===== config.mk =====
export PLATFORM = sky130hd
export DESIGN_NAME = fnd_scan
export DESIGN_NICKNAME = d
export VERILOG_FILES = /design/src/rtl/fnd_pkg.sv /design/src/rtl/fnd_scan.sv
export SDC_FILE = /design/constraint.sdc
export NUM_CORES = 1
export LEC_CHECK = 0
export CELL_PAD_IN_SITES_DETAIL_PLACEMENT = 1
export CELL_PAD_IN_SITES_GLOBAL_PLACEMENT = 1
export CORE_ASPECT_RATIO = 1.25
export CORE_MARGIN = 2
export CORE_UTILIZATION = 40
export CTS_CLUSTER_DIAMETER = 100
export CTS_CLUSTER_SIZE = 12
export DETAILED_ROUTE_END_ITERATION = 10
export PLACE_DENSITY_LB_ADDON = 0.1
export SYNTH_ARGS = -nofsm -noshare
export SYNTH_HDL_FRONTEND = slang
export SYNTH_SLANG_ARGS = --single-unit

===== constraint.sdc =====
create_clock -name clk -period 2.6 [get_ports clk]
set_input_delay 0.39 -clock clk [delete_from_list [all_inputs] [get_ports clk]]
set_output_delay 0.39 -clock clk [all_outputs]
set_load 0.005 [all_outputs]

===== src/rtl/fnd_pkg.sv =====
`default_nettype none
// +--------------------------------------------------------------------------+
// | Module   : fnd_pkg                                                       |
// | Purpose  : Shared constants for the FND scan controller and the          |
// |            downstream 7-segment decoder.                                 |
// | Contents : FND_NIBBLE_W   - width of one displayed hex digit             |
// |            FND_MAX_DIGITS - widest display the common-off constant covers|
// |            FND_COM_OFF    - all digit commons released (active-low)      |
// | Revision : 1.0 - initial release                                         |
// +--------------------------------------------------------------------------+
package fnd_pkg;

   localparam int FND_NIBBLE_W   = 4;
   localparam int FND_MAX_DIGITS = 32;

   // Commons are active-low, so "all off" is all ones; users slice the low
   // DIGITS bits for their display width.
   localparam logic [FND_MAX_DIGITS-1:0] FND_COM_OFF = '1;

endpackage : fnd_pkg
`default_nettype wire


===== src/rtl/fnd_scan.sv =====
`default_nettype none
// +--------------------------------------------------------------------------+
// | Module   : fnd_scan                                                      |
// | Purpose  : Time-multiplexed scan controller for a common-anode           |
// |            multi-digit 7-segment display. Holds a frame-stable copy of   |
// |            a packed hex value and walks the digits one slot at a time.   |
// | Ports    : clk        in  system clock                                   |
// |            rst        in  synchronous reset, active-high                 |
// |            value      in  packed hex digits, digit 0 in bits [3:0]       |
// |            load       in  strobe capturing value / dp_in                 |
// |            dp_in      in  per-digit decimal point request, active-high   |
// |            blank_lz   in  leading-zero blanking enable (level)           |
// |            number     out nibble for the segment decoder                 |
// |            com_n      out digit commons, active-low, at most one low     |
// |            dp_n       out decimal point, active-low                      |
// |            frame_tick out one-cycle pulse after each frame wrap          |
// | Revision : 1.0 - initial release                                         |
// +--------------------------------------------------------------------------+
module fnd_scan
   import fnd_pkg::*;
#(
   parameter int DIGITS  = 4,
   parameter int CLK_HZ  = 50_000_000,
   parameter int SCAN_HZ = 1000,
   parameter int GUARD   = 2
) (
   input  logic                           clk,
   input  logic                           rst,
   input  logic [FND_NIBBLE_W*DIGITS-1:0] value,
   input  logic                           load,
   input  logic [DIGITS-1:0]              dp_in,
   input  logic                           blank_lz,
   output logic [FND_NIBBLE_W-1:0]        number,
   output logic [DIGITS-1:0]              com_n,
   output logic                           dp_n,
   output logic                           frame_tick
);

   localparam int C_DIV   = CLK_HZ / SCAN_HZ;
   localparam int C_CNT_W = (C_DIV > 1) ? $clog2(C_DIV) : 1;
   localparam int C_IDX_W = $clog2(DIGITS);

   localparam logic [C_CNT_W-1:0] C_CNT_LAST = C_CNT_W'(C_DIV - 1);
   localparam logic [C_CNT_W-1:0] C_GUARD    = C_CNT_W'(GUARD);
   localparam logic [C_IDX_W-1:0] C_IDX_LAST = C_IDX_W'(DIGITS - 1);
   localparam logic [DIGITS-1:0]  C_COM_OFF  = FND_COM_OFF[DIGITS-1:0];
   localparam logic [DIGITS-1:0]  C_ONE      = DIGITS'(1);

   // Scan position
   logic [C_CNT_W-1:0] r_cnt;
   logic [C_IDX_W-1:0] r_idx;

   // Shadow registers: pend collects loads, act is what is on the glass
   logic [DIGITS-1:0][FND_NIBBLE_W-1:0] r_pend;
   logic [DIGITS-1:0]                   r_pend_dp;
   logic                                r_pend_v;
   logic [DIGITS-1:0][FND_NIBBLE_W-1:0] r_act;
   logic [DIGITS-1:0]                   r_act_dp;

   // Registered outputs
   logic [FND_NIBBLE_W-1:0] r_number;
   logic [DIGITS-1:0]       r_com_n;
   logic                    r_dp_n;
   logic                    r_frame_tick;

   logic              w_slot_end;
   logic              w_frame_end;
   logic              w_zero_run;
   logic [DIGITS-1:0] w_blank;
   logic              w_lit;

   assign w_slot_end  = (r_cnt == C_CNT_LAST);
   assign w_frame_end = w_slot_end && (r_idx == C_IDX_LAST);

   // Leading-zero mask: walk down from the most significant digit and keep
   // blanking while every nibble seen so far is zero. Digit 0 always shows.
   always_comb begin
      w_zero_run = 1'b1;
      w_blank    = '0;
      for (int i = DIGITS - 1; i > 0; i--) begin
         w_zero_run = w_zero_run & (r_act[i] == '0);
         w_blank[i] = blank_lz & w_zero_run;
      end
   end

   // The common is driven only after the guard cycles of the slot, and only
   // for digits that survive blanking.
   assign w_lit = (r_cnt >= C_GUARD) && !w_blank[r_idx];

   always_ff @(posedge clk) begin
      if (rst) begin
         r_cnt        <= '0;
         r_idx        <= '0;
         r_pend       <= '0;
         r_pend_dp    <= '0;
         r_pend_v     <= 1'b0;
         r_act        <= '0;
         r_act_dp     <= '0;
         r_number     <= '0;
         r_com_n      <= C_COM_OFF;
         r_dp_n       <= 1'b1;
         r_frame_tick <= 1'b0;
      end else begin
         r_cnt <= w_slot_end ? '0 : r_cnt + 1'b1;
         if (w_slot_end) begin
            r_idx <= (r_idx == C_IDX_LAST) ? '0 : r_idx + 1'b1;
         end

         // A load landing on the wrap cycle bypasses the pending stage so it
         // is shown in the frame that starts next, and any older pending data
         // is dropped with it.
         if (load && w_frame_end) begin
            r_act    <= value;
            r_act_dp <= dp_in;
            r_pend_v <= 1'b0;
         end else begin
            if (w_frame_end && r_pend_v) begin
               r_act    <= r_pend;
               r_act_dp <= r_pend_dp;
               r_pend_v <= 1'b0;
            end
            if (load) begin
               r_pend    <= value;
               r_pend_dp <= dp_in;
               r_pend_v  <= 1'b1;
            end
         end

         r_number     <= r_act[r_idx];
         r_com_n      <= w_lit ? ~(C_ONE << r_idx) : C_COM_OFF;
         r_dp_n       <= w_lit ? ~r_act_dp[r_idx] : 1'b1;
         r_frame_tick <= w_frame_end;
      end
   end

   assign number     = r_number;
   assign com_n      = r_com_n;
   assign dp_n       = r_dp_n;
   assign frame_tick = r_frame_tick;

endmodule : fnd_scan
`default_nettype wire


## Word-level counts from Yosys, hierarchy flattened

Index checks and enable logic that the tools add are counted.

- Register bits: 69
- Word-level logic and storage cells: 60

- $add $sub $neg: 2
- Order comparisons: 2
- Equal/unequal tests: 2
- Bitwise operators: 9
- Reduce and logical (&&, ||, !) cells: 14
- Multiplexer cells: 13
- Shifts and indexed selects: 1

Operator list:

| cell | number |
|---|---|
| 16-bit two-way mux | 2 |
| 16-bit by 1-bit adder with 16-bit output (second input constant) | 1 |
| 16-bit equality test (second input constant) | 1 |
| 16-bit by 2-bit >= comparator with 1-bit output (second input constant) | 1 |
| 4-bit zero test | 3 |
| 4-bit two-way mux | 3 |
| 4-bit binary-select mux with 2-bit select | 1 |
| 2-bit OR reduction | 3 |
| 1-bit AND | 5 |
| 1-bit binary-select mux with 2-bit select | 2 |
| 1-bit logical AND | 4 |
| 1-bit two-way mux | 4 |
| 4-bit inverter | 1 |
| 2-bit nonzero test | 2 |
| 1-bit by 2-bit left shift with 4-bit output (first input constant) | 1 |
| 2-bit by 3-bit < comparator with 1-bit output (second input constant) | 1 |
| 1-bit inverter | 3 |
| 2-bit by 1-bit adder with 2-bit output (second input constant) | 1 |
| 2-bit equality test (second input constant) | 1 |
| 2-bit two-way mux | 1 |
| 2-bit AND reduction | 1 |
| 1-bit zero test | 1 |

## Depth between registers and ports, before layout

- Word-level depth: 10
- Depth in mapped cells: 7
- Gate-level depth less buffers: 6

## Worst setup path before layout

Ideal clock, no wire load.

- Path kind: register -> register
- Start: register r_cnt[12]
- End: register r_act[0] (netlist name)
- Arrival time: 2.075 ns
- Clock period less this slack: 2.191 ns
- Setup time: 0.117 ns
- Stages on the path, launching flop included: 6
- Path buffers: 1
- Slack: 0.409 ns
- Cell sequence: dfxtp_1 -> or4_4 -> or4_4 -> o31a_1 -> buf_2 -> a22o_1

- Cells in the longest elaborated chain, start to end: 4
- Elaborated cells between the ends (all ways): 6

RTL lines:

| what | RTL line | RTL |
|---|---|---|
| from (decl) | fnd_scan.sv:50 | `logic [C_CNT_W-1:0] r_cnt;` |
| from (signal assigned) | fnd_scan.sv:104 | `r_cnt <= w_slot_end ? '0 : r_cnt + 1'b1;` |
| 16-bit equality test * | fnd_scan.sv:72 | `assign w_slot_end = (r_cnt == C_CNT_LAST);` |
| 1-bit logical AND * | fnd_scan.sv:73 | `assign w_frame_end = w_slot_end && (r_idx == C_IDX_LAST);` |
| 1-bit logical AND, on equally long branches | fnd_scan.sv:112, fnd_scan.sv:117 |  |
| 16-bit two-way mux / 2-bit nonzero test (equally long branches) | -- |  |
| to (signal assigned) | fnd_scan.sv:113 | `r_act <= value;` |
| to (signal assigned) | fnd_scan.sv:118 | `r_act <= r_pend;` |
| to (decl) | fnd_scan.sv:57 | `logic [DIGITS-1:0][FND_NIBBLE_W-1:0] r_act;` |

Every way passes the cells marked *; elsewhere a longest branch is shown, timed or not.
A chain may end at the register's enable or synchronous reset.

## Worst setup path in the final report

- Start: register r_cnt[12]
- End: register r_act[15] (netlist name)

Same word-level chain as after synthesis.

==> metrics.log <==
[metrics] result of the run: finished clean
[metrics] required time at the endpoint of the critical path: 2850 ps
[metrics] number of search-and-repair iterations in the first detailed-routing pass: 4
[metrics] Mapped Nets: 427
[metrics] H-tree depth: 3
[metrics] Cells after Synth: 397
[metrics] Worst Path Buf+Inv: 1
[metrics] busiest layer in global routing: met2
[metrics] Antenna Diode Count: 0
[metrics] utilization after layout: 0.483
[metrics] reported leakage power: 0.00138 uW
[metrics] Setup Skew: 5.89 ps
[metrics] met1 global-route usage: 0.255
[metrics] gate family responsible for the most delay along the worst path: simple AND/OR/NAND/NOR gates
[metrics] Die Y: 106 um
[metrics] commonest cells after routing, fill and taps aside: dfxtp_1 (69), nand2_1 (60), nor2_1 (40)
[metrics] clock latency on the worst-skew pair: 350 ps
[metrics] mean routed wirelength per cell: 17.3 um
[metrics] detailed-route vias per instance: 5.63
[metrics] met2 Resource Use GR: 0.370
[metrics] clock period minus final worst setup slack: 2410 ps
[metrics] sum of overflow across all layers after global routing: 0
[metrics] total CTS buffers: 9
[metrics] total core area: 0.00815 mm2
[metrics] GRT Overall Usage: 0.209
[metrics] antenna violations before repair: 0
[metrics] GPL Wtd Cong: 0.833
[metrics] violation count after the first detailed-routing iteration: 112
[metrics] DP Wirelength: 6330 um
[metrics] period utilisation layout: 0.928
[metrics] VDD IR max: 0.353 mV
[metrics] total negative slack for setup checks: 0 ps
[metrics] DRC violations left: 0
[metrics] Layout fillers: 975
[metrics] Yosys warning count: 0
[metrics] maximum fanout along the worst path: 16
[metrics] relative slew slack: 0.398
[metrics] areal power density over the cells: 530 mW/mm2
[metrics] post-synthesis sequential area ratio: 0.414
[metrics] post-detailed-route count of antenna-violating nets: 0
[metrics] final total power: 2090 uW
[metrics] initial standard-cell utilization of the core: 0.409
[metrics] cell type contributing the most total cell area after synthesis: dfxtp_1
[metrics] Buffers on Ports: 33
[metrics] I/O pin count: 34
[metrics] # Max-Cap Violations: 0
[metrics] area of the multi-input gates: 0.00181 mm2
[metrics] number of core rows: 37
[metrics] area of all sequential standard cells: 0.00138 mm2
[metrics] fraction of layout instances using a drive strength above 1: 0.0839
[metrics] Cell variety after synth: 35
[metrics] area growth from synthesis to layout: 17.9%
[metrics] fmax: 415 MHz
[metrics] Finish-stage setup viols: 0
[metrics] final-report max-slew violation count: 0
[metrics] Die Width: 85.7 um
[metrics] endpoint type of the worst setup path: flop
[metrics] clock tree sinks: 69
[metrics] Tightest Hold Check Type: reg -> reg
[metrics] type of the worst setup path: reg -> reg
[metrics] # Post-CTS Setup Buffers: 0
[metrics] hold_buf cts: 0
[metrics] most numerous cell on the critical path: or4_4
[metrics] via count of the first global-routing pass: 2949
[metrics] clock root buffer: clkbuf_8
[metrics] Seq cells post-synth: 69
[metrics] Netlist Area Pre-Place: 0.00334 mm2
[metrics] max incr delay on CP: 570 ps
[metrics] RSZ-0062 raised after global routing: no
[metrics] most frequent standard cell in the layout excluding fill and tap cells: dfxtp_1
[metrics] Cell Count Post-Placement: 511
[metrics] wire length of the first global-routing pass: 14900 um
[metrics] cell-by-cell trace of the critical path: or4_4, or4_4, o31a_1, buf_4, o2bb2ai_1
[metrics] count of endpoints failing hold in the final timing report: 0
[metrics] startpoint class of the critical path: flop
[metrics] maximum number of pins on one net before global-route repair: 40
[metrics] post-synth top area share: 0.414
[metrics] clock transition at the registers of the reported paths: 70 ps
[metrics] Resized Gates After CTS: 0
[metrics] Total Wirelength: 9080 um
[metrics] routing usage on met3: 0.0373
[metrics] Worst Max-Slew Pin Slew: 901 ps
[metrics] number of nets in the layout: 455
[metrics] crit path max-delay cell type: or4_4
[metrics] Area contributors post-synth: dfxtp_1 (41%), nand2_1 (6.8%), nor2_1 (4.5%)
[metrics] area of the die: 0.00909 mm2
[metrics] CTS tree: built
[metrics] Arrival @ worst endpoint: 2660 ps
[metrics] CTS Buffer Depth: 2
[metrics] hold slack: 466 ps
[metrics] number of vias in the routed layout: 2960
[metrics] syn avg cell area: 8.40 um2
[metrics] number of cells in the finished layout apart from fillers: 526
[stage by stage]
step                      setup slack (ps)  instance area (um2)
after floorplan                        409                 3340
after global placement                 199                 3770
after detailed placement               188                 3770
after CTS                              172                 3930
after global routing                  99.0                 3930
final                                  188                 3930
[area by class of cell]
| class | instances | share of cell area |
|---|---|---|
| Multi-Input combinational cell | 291 | 0.461 |
| Sequential cell | 69 | 0.351 |
| Timing Repair Buffer | 46 | 0.109 |
| Clock buffer | 13 | 0.0379 |
| Tap cell | 97 | 0.0309 |
| Inverter | 8 | 0.00764 |
| Clock inverter | 2 | 0.00255 |
[synthesized netlist by cell type]
master and number:
buf_1 2, clkbuf_1 25, nand3_1 20, nor4_1 9, mux4_2 5, nor3_1 7
and2_1 5, buf_2 2, o31a_1 1, xnor2_1 11, a21oi_1 20, inv_2 1
or3_1 1, or2_2 1, nor3b_1 20, o31ai_1 2, nor2b_1 1, or2_0 1
a21boi_0 15, a21o_1 2, a211oi_1 1, nand4_1 20, xor2_1 3, ha_1 6
nand2_1 60, nor4_4 1, inv_1 7, a22o_1 5, dfxtp_1 69, or4_4 2
o21ai_0 6, or3b_2 1, nor2_1 40, o2bb2ai_1 15, o311ai_0 10
[layer usage]
metal,part of all wire,up-vias
li1,-,1476
met1,0.45,1445
met2,0.51,30
met3,0.022,9
met4,0.014,0
met5,0,-
[cells by family after synthesis]
family,synth area share
and+or+nand+nor,0.285
DFF,0.414
adders and majority gates,0.0225
muxes,0.0338
AOI/OAI and AO/OA,0.165
buffers and inverters,0.0424
xor gates and xnor gates,0.0368
[worst paths after layout]
check | startpoint | to | slack (ps) | cells after the start
worst max register to register | r_cnt[12]$_SDFF_PP0_ | r_act[15]$_SDFFE_PP0P_ | 190 | 5
worst max-delay path | r_cnt[12]$_SDFF_PP0_ | r_act[15]$_SDFFE_PP0P_ | 190 | 5
worst min-delay path | r_act_dp[1]$_SDFFE_PP0P_ | r_act_dp[1]$_SDFFE_PP0P_ | 470 | 1
worst min register to register | r_act_dp[1]$_SDFFE_PP0P_ | r_act_dp[1]$_SDFFE_PP0P_ | 470 | 1
[registers in the layout, summed over array words and instances, names as in the netlist]
signal / cells
r_act: 16
r_cnt: 16
r_pend: 16
com_n: 4
number: 4
r_act_dp: 4
r_pend_dp: 4
r_idx: 2
dp_n: 1
frame_tick: 1
r_pend_v: 1
[report_power, final]
part,leakage (uW),internal [uW],switching [uW]
clock,0.0000833,365,399
sequential,0.000563,1090,28.4
combinational,0.000733,94.1,105
No activity file was read; power rests on OpenSTA's default activity.
